### src/rtl/connect_pkg.sv
// Shared widths, flit/credit field offsets and lock-state encoding for the PE flit/credit link.
package connect_pkg;

  typedef enum logic {
    LockUnlocked = 1'b0,
    LockLocked   = 1'b1
  } lock_state_e;

  function automatic int unsigned vc_bits(input int unsigned num_vcs);
    return (num_vcs > 1) ? $clog2(num_vcs) : 1;
  endfunction

  function automatic int unsigned dest_bits(input int unsigned num_ports);
    return $clog2(num_ports);
  endfunction

  function automatic int unsigned flit_width(input int unsigned data_w,
                                             input int unsigned num_ports,
                                             input int unsigned num_vcs);
    return 2 + data_w + dest_bits(num_ports) + vc_bits(num_vcs);
  endfunction

  function automatic int unsigned credit_width(input int unsigned num_vcs);
    return 1 + vc_bits(num_vcs);
  endfunction

  function automatic int unsigned occ_width(input int unsigned depth);
    return $clog2(depth + 1);
  endfunction

  // Flit layout, LSB first: data | vc | dest | tail | valid
  function automatic int unsigned flit_vc_lsb(input int unsigned data_w);
    return data_w;
  endfunction

  function automatic int unsigned flit_dest_lsb(input int unsigned data_w,
                                                input int unsigned num_vcs);
    return data_w + vc_bits(num_vcs);
  endfunction

  function automatic int unsigned flit_tail_bit(input int unsigned data_w,
                                                input int unsigned num_ports,
                                                input int unsigned num_vcs);
    return data_w + vc_bits(num_vcs) + dest_bits(num_ports);
  endfunction

  function automatic int unsigned flit_valid_bit(input int unsigned data_w,
                                                 input int unsigned num_ports,
                                                 input int unsigned num_vcs);
    return flit_tail_bit(data_w, num_ports, num_vcs) + 1;
  endfunction

  // Credit layout: {valid, vc}
  localparam int unsigned CreditVcLsb = 0;

  function automatic int unsigned credit_valid_bit(input int unsigned num_vcs);
    return vc_bits(num_vcs);
  endfunction

endpackage

### src/rtl/noc_vc_fifo.sv
// Single-clock per-VC flit FIFO with synchronous reset and fall-through head.
module noc_vc_fifo #(
  parameter int unsigned Width = 39,
  parameter int unsigned Depth = 8,
  localparam int unsigned PtrW = (Depth > 1) ? $clog2(Depth) : 1,
  localparam int unsigned CntW = $clog2(Depth + 1)
) (
  input  logic             clk,
  input  logic             rst,
  input  logic             push,
  input  logic             pop,
  input  logic [Width-1:0] din,
  output logic [Width-1:0] head,
  output logic             full,
  output logic             empty,
  output logic [CntW-1:0]  count
);

  logic [Width-1:0] mem [Depth];
  logic [PtrW-1:0]  wr_q, rd_q;
  logic [CntW-1:0]  cnt_q;
  logic             do_push, do_pop;

  // Explicit wrap keeps non-power-of-two depths correct.
  function automatic logic [PtrW-1:0] ptr_next(input logic [PtrW-1:0] p);
    return (32'(p) == Depth - 1) ? '0 : p + PtrW'(1);
  endfunction

  assign full    = (32'(cnt_q) == Depth);
  assign empty   = (cnt_q == '0);
  assign count   = cnt_q;
  assign head    = mem[rd_q];
  assign do_push = push && !full;
  assign do_pop  = pop && !empty;

  always_ff @(posedge clk) begin
    if (rst) begin
      wr_q  <= '0;
      rd_q  <= '0;
      cnt_q <= '0;
    end else begin
      if (do_push) wr_q <= ptr_next(wr_q);
      if (do_pop)  rd_q <= ptr_next(rd_q);
      unique case ({do_push, do_pop})
        2'b10:   cnt_q <= cnt_q + CntW'(1);
        2'b01:   cnt_q <= cnt_q - CntW'(1);
        default: cnt_q <= cnt_q;
      endcase
    end
  end

  always_ff @(posedge clk) begin
    if (do_push) mem[wr_q] <= din;
  end

endmodule

### src/rtl/noc_credit_sink.sv
// Router-side sink of the PE flit/credit link: per-VC buffering, packet-locked
// round-robin output arbitration and one returned credit per dequeued flit.
module noc_credit_sink
  import connect_pkg::*;
#(
  parameter int unsigned NUM_VCS             = 2,
  parameter int unsigned FLIT_DATA_WIDTH     = 32,
  parameter int unsigned FLIT_BUFFER_DEPTH   = 8,
  parameter int unsigned NUM_USER_RECV_PORTS = 16,
  localparam int unsigned VB = vc_bits(NUM_VCS),
  localparam int unsigned FW = flit_width(FLIT_DATA_WIDTH, NUM_USER_RECV_PORTS, NUM_VCS),
  localparam int unsigned CW = credit_width(NUM_VCS),
  localparam int unsigned OW = occ_width(FLIT_BUFFER_DEPTH)
) (
  input  logic                  clk,
  input  logic                  rst,
  input  logic                  en,
  input  logic [FW-1:0]         flit_in,
  output logic [CW-1:0]         credit_out,
  output logic                  out_valid,
  input  logic                  out_ready,
  output logic [FW-1:0]         out_flit,
  output logic [NUM_VCS*OW-1:0] occupancy,
  output logic                  overflow_err
);

  localparam int unsigned VcLsb    = flit_vc_lsb(FLIT_DATA_WIDTH);
  localparam int unsigned TailBit  = flit_tail_bit(FLIT_DATA_WIDTH, NUM_USER_RECV_PORTS, NUM_VCS);
  localparam int unsigned ValidBit = flit_valid_bit(FLIT_DATA_WIDTH, NUM_USER_RECV_PORTS, NUM_VCS);

  logic [NUM_VCS-1:0] push, pop, full, empty;
  logic [FW-1:0]      head  [NUM_VCS];
  logic [OW-1:0]      count [NUM_VCS];

  logic          in_valid, vc_ok, drop, fire;
  logic [VB-1:0] in_vc;
  logic [VB-1:0] grant, cand;
  logic          grant_ok;

  lock_state_e   lock_q, lock_d;
  logic [VB-1:0] lock_vc_q, lock_vc_d;
  logic [VB-1:0] rr_q, rr_d;
  logic [CW-1:0] credit_q, credit_d;
  logic          overflow_q, overflow_d;

  assign in_valid = flit_in[ValidBit];
  assign in_vc    = flit_in[VcLsb +: VB];
  assign vc_ok    = 32'(in_vc) < NUM_VCS;
  // Fullness is the pre-edge state, so a same-cycle pop never rescues a push.
  assign drop     = en && in_valid && (!vc_ok || full[in_vc]);

  for (genvar v = 0; v < NUM_VCS; v++) begin : g_vc
    assign push[v] = en && in_valid && vc_ok && (32'(in_vc) == v) && !full[v];
    assign pop[v]  = fire && (32'(grant) == v);

    noc_vc_fifo #(
      .Width(FW),
      .Depth(FLIT_BUFFER_DEPTH)
    ) u_fifo (
      .clk  (clk),
      .rst  (rst),
      .push (push[v]),
      .pop  (pop[v]),
      .din  (flit_in),
      .head (head[v]),
      .full (full[v]),
      .empty(empty[v]),
      .count(count[v])
    );

    assign occupancy[v*OW +: OW] = count[v];
  end

  // Downward scan so the lowest offset from the RR pointer wins.
  always_comb begin
    grant    = lock_vc_q;
    grant_ok = 1'b1;
    cand     = '0;
    if (lock_q == LockUnlocked) begin
      grant    = rr_q;
      grant_ok = 1'b0;
      for (int k = NUM_VCS - 1; k >= 0; k--) begin
        cand = VB'((32'(rr_q) + 32'(k)) % NUM_VCS);
        if (!empty[cand]) begin
          grant    = cand;
          grant_ok = 1'b1;
        end
      end
    end
  end

  assign out_valid = en && grant_ok && !empty[grant];
  assign fire      = out_valid && out_ready;

  always_comb begin
    out_flit           = head[grant];
    out_flit[ValidBit] = 1'b1;
  end

  always_comb begin
    lock_d     = lock_q;
    lock_vc_d  = lock_vc_q;
    rr_d       = rr_q;
    credit_d   = '0;
    overflow_d = overflow_q || drop;
    if (fire) begin
      credit_d = {1'b1, grant};
      if (head[grant][TailBit]) begin
        lock_d = LockUnlocked;
        rr_d   = (32'(grant) == NUM_VCS - 1) ? '0 : grant + VB'(1);
      end else begin
        lock_d    = LockLocked;
        lock_vc_d = grant;
      end
    end
  end

  always_ff @(posedge clk) begin
    if (rst) begin
      lock_q     <= LockUnlocked;
      lock_vc_q  <= '0;
      rr_q       <= '0;
      credit_q   <= '0;
      overflow_q <= 1'b0;
    end else begin
      lock_q     <= lock_d;
      lock_vc_q  <= lock_vc_d;
      rr_q       <= rr_d;
      credit_q   <= credit_d;
      overflow_q <= overflow_d;
    end
  end

  assign credit_out   = credit_q;
  assign overflow_err = overflow_q;

endmodule

### config.mk
export PLATFORM = sky130hd
export DESIGN_NAME = noc_credit_sink
export DESIGN_NICKNAME = d
export VERILOG_FILES = /design/src/rtl/connect_pkg.sv /design/src/rtl/noc_vc_fifo.sv /design/src/rtl/noc_credit_sink.sv
export SDC_FILE = /design/constraint.sdc
export NUM_CORES = 1
export LEC_CHECK = 0
export BUFFER_PORTS_ARGS = -buffer_cell sky130_fd_sc_hd__buf_4
export CORE_MARGIN = 4
export CORE_UTILIZATION = 55
export DETAILED_ROUTE_END_ITERATION = 7
export HOLD_SLACK_MARGIN = 0.02
export PLACE_DENSITY = 0.75
export RECOVER_POWER = 100
export SYNTH_ARGS = -nofsm -noshare
export SYNTH_HDL_FRONTEND = slang
export SYNTH_SLANG_ARGS = --single-unit
### constraint.sdc
create_clock -name clk -period 6.6 [get_ports clk]
set_clock_uncertainty 0.1 [all_clocks]
set_input_delay 1.32 -clock clk [delete_from_list [all_inputs] [get_ports clk]]
set_output_delay 1.32 -clock clk [all_outputs]
set_load 0.02 [all_outputs]
==> impl_metrics.json <==
{
  "synth_area_mm2": 0.0246,
  "async_reset_ff_share_pct": 0,
  "nets": 1332,
  "ir_worst_vdd_v": 0.000240,
  "drv_cap": 21,
  "grt_pass1_vias": 12400,
  "cp.arrival_ns": 5.50,
  "critPathRequiredTime_ns": 6.71,
  "dp_hpwl_um": 25300,
  "critPathLaunchType": "input port",
  "clkSinkCount": 640,
  "routabilityCongestion": 0.730,
  "power_density_mw_per_mm2": 299,
  "syn_nets": 1208,
  "end_kind": "flop",
  "io_buffer_count": 92,
  "synth-edff-count": 608,
  "swShare_pct": 21.7,
  "dr_total_vias": 11700,
  "layout_setup_ws_ns": 1.20,
  "place_inst": 1805,
  "path_class": "input port to flop",
  "start_util_pct": 55.7,
  "seqCellArea_mm2": 0.0189,
  "die-area_mm2": 0.0483,
  "ys_seq_elements": 640,
  "violations": "max-capacitance violations, max-slew violations",
  "yosysWarnings": 0,
  "first_iter_violations": 990,
  "synth_area_leaders": "edfxtp_1 (74%), mux4_2 (14%), dfxtp_1 (2.6%)",
  "p_sw_w": 0.00179,
  "clkSlewWorstSetupHoldPaths_ns": 0.06,
  "die_height_um": 220,
  "drive_gt1_share_pct": 19.4,
  "drc": 0,
  "grt_pass1_wl_um": 76200,
  "cts_buffers": 60,
  "ys_seq_area_share_pct": 76.7,
  "synth_flop_cell": "edfxtp_1",
  "track_usage_pct": 21.3,
  "instances_no_fill": 1915,
  "wl_um": 49600,
  "holdCritPathClass": "flop to flop",
  "status": "finished, violations left",
  "fin_hold_ws_ns": 0.379,
  "maxSlewViolCount": 668,
  "cp_common_cell": "clkbuf_1",
  "ctsResizeCount": 0,
  "cts_root_buf": "clkbuf_16",
  "path_buf_inv": 2,
  "core-area_mm2": 0.0442,
  "insertion_delay_ns": 0.61,
  "core.rowCount": 77,
  "cts_hold_buf": 0,
  "grt_max_degree": 77,
  "htreeDepth": 2,
  "die_w_um": 220,
  "worst_pin_slew_ns": 3.27,
  "finalHoldViolations": 0,
  "wl_per_cell_um": 25.9,
  "rsz0062_at_grt": "no",
  "relSlewSlack_pct": -118,
  "overflow": 0,
  "reg2reg_slack_ns": 1.70,
  "pwr-share-comb_pct": 6.3,
  "cp_cell_sequence": "clkbuf_1 -> a21oi_1 -> nand4_1 -> nor2_1 -> clkbuf_1",
  "multiInputGateArea_mm2": 0.00550,
  "netlist.area_leader.share_pct": 74.1,
  "sequentialPowerShare_pct": 54.8,
  "fillerInstances": 3070,
  "syn_area_per_cell_um2": 21.4,
  "final_antenna_net_count": 0,
  "final_cell_mix": "edfxtp_1 (608), mux4_2 (152), clkbuf_1 (125)",
  "cp_top_family": "simple AND/OR/NAND/NOR gates",
  "clock_power_share_pct": 38.9,
  "antenna_found_initial": 1,
  "pin_count": 94,
  "avgViaCountPerCell": 6.10,
  "utilization_pct": 62.2,
  "crit_fanout": 21,
  "cts_tree": "done",
  "areaGrowthSynthToFinish_pct": 11.6,
  "synthCells": 1151,
  "post-route-min-period_ns": 5.40,
  "dp_slack_ns": 2.39,
  "ys_types": 45,
  "firstDrtPassIters": 6,
  "synth_top_cell_by_area": "edfxtp_1",
  "max_freq_mhz": 185,
  "intPower_w": 0.00643,
  "power_leakage_nw": 8.28,
  "postCtsSetupBuffers": 0,
  "tns_ns": 0,
  "crit_path_max_incr_delay_ns": 2.03,
  "clock_path_buffers": 3,
  "final_common_cell": "edfxtp_1",
  "cp_slowest_cell": "nor2_1",
  "setup_viol": 0,
  "period_share_pct": 81.8
}
## tightest hold or removal path, stage by stage, from the launching register on
cell and delay [ns]:
dfxtp_1 0.31, nand2_1 0.05, a21oi_1 0.07
## worst paths after layout
path                                              to  depth (start not counted)                            startpoint
setup / recovery  g_vc[0].u_fifo.mem[7][4]$_DFFE_PP_                          5                           flit_in[32]
hold / removal                                  flop                          2   g_vc[0].u_fifo.rd_q[1]$_SDFFE_PP0N_
setup reg to reg  g_vc[0].u_fifo.mem[7][4]$_DFFE_PP_                          5  g_vc[0].u_fifo.count[1]$_SDFFE_PP0P_
hold reg to reg                                 flop                          2   g_vc[0].u_fifo.rd_q[1]$_SDFFE_PP0N_
## flip-flops by register name, indices dropped and copies added (netlist names), named ones only
| name | count |
|---|---|
| overflow_err | 1 |
| g_vc.u_fifo.rd_q | 6 |
| lock_vc_q | 1 |
| g_vc.u_fifo.mem | 608 |
| credit_out | 2 |
| lock_q | 1 |
| g_vc.u_fifo.count | 8 |
| rr_q | 1 |
| g_vc.u_fifo.wr_q | 6 |
## cells in the mapped netlist (8+ instances only)
cell      number
nor2_1        23
a211oi_1      38
dfxtp_1       32
clkbuf_1      31
mux4_2       152
ha_1          14
nor2b_1       39
nor3_1         8
o21ai_0        8
mux2i_1       47
a21oi_1       56
buf_1          8
edfxtp_1     608
buf_2         17
nand2_1       12
## power groups by stage
| stage | Sequential, W | Combinational, W | Clock [W] |
|---|---|---|---|
| 6_report | 0.00450 | 0.000519 | 0.00319 |
| 5_1_grt | 0.00450 | 0.000566 | 0.00344 |
| 4_1_cts | 0.00450 | 0.000591 | 0.00326 |
| 3_5_place_dp | 0.00458 | 0.000588 | 0 |
| 3_3_place_gp | 0.00458 | 0.000578 | 0 |
| 2_1_floorplan | 0.00457 | 0.000332 | 0 |
## metal layers
layer / up-vias / part of all wire, % / wire [um] / track usage (%)
li1: 5048 / - / - / -
met1: 6139 / 40 / 19800 / 28.6
met2: 415 / 52 / 25900 / 37.1
met3: 73 / 5.8 / 2890 / 3.25
met4: 2 / 2.0 / 985 / 5.74
met5: - / 0.022 / 11 / 0
## final cells by class
class                      count  share of cell area (%)
inverter                       5                  0.0682
clock inverter                29                   0.846
antenna                        1                 0.00910
tap                          592                    2.69
clock buffer                  80                    5.73
timing repair buffer         120                    1.88
sequential                   640                    68.8
multi-input combinational    448                    20.0
## through the flow
stage / total power [W] / area (um2)
floorplan: 0.00490 / 24600
global placement: 0.00516 / 26200
detailed placement: 0.00517 / 26200
CTS: 0.00834 / 28000
global route: 0.00851 / 27500
finish: 0.00821 / 27500
## cell families after synthesis
| logic type | synth area share, % |
|---|---|
| AOI/OAI and AO/OA | 2.65 |
| xor gates and xnor gates | 0.284 |
| adders and majority gates | 0.711 |
| buffers and inverters | 1.09 |
| DFF | 76.7 |
| muxes | 15.8 |
| other | 0.0152 |
| and+or+nand+nor | 2.76 |
No activity file was read; power rests on OpenSTA's default activity.
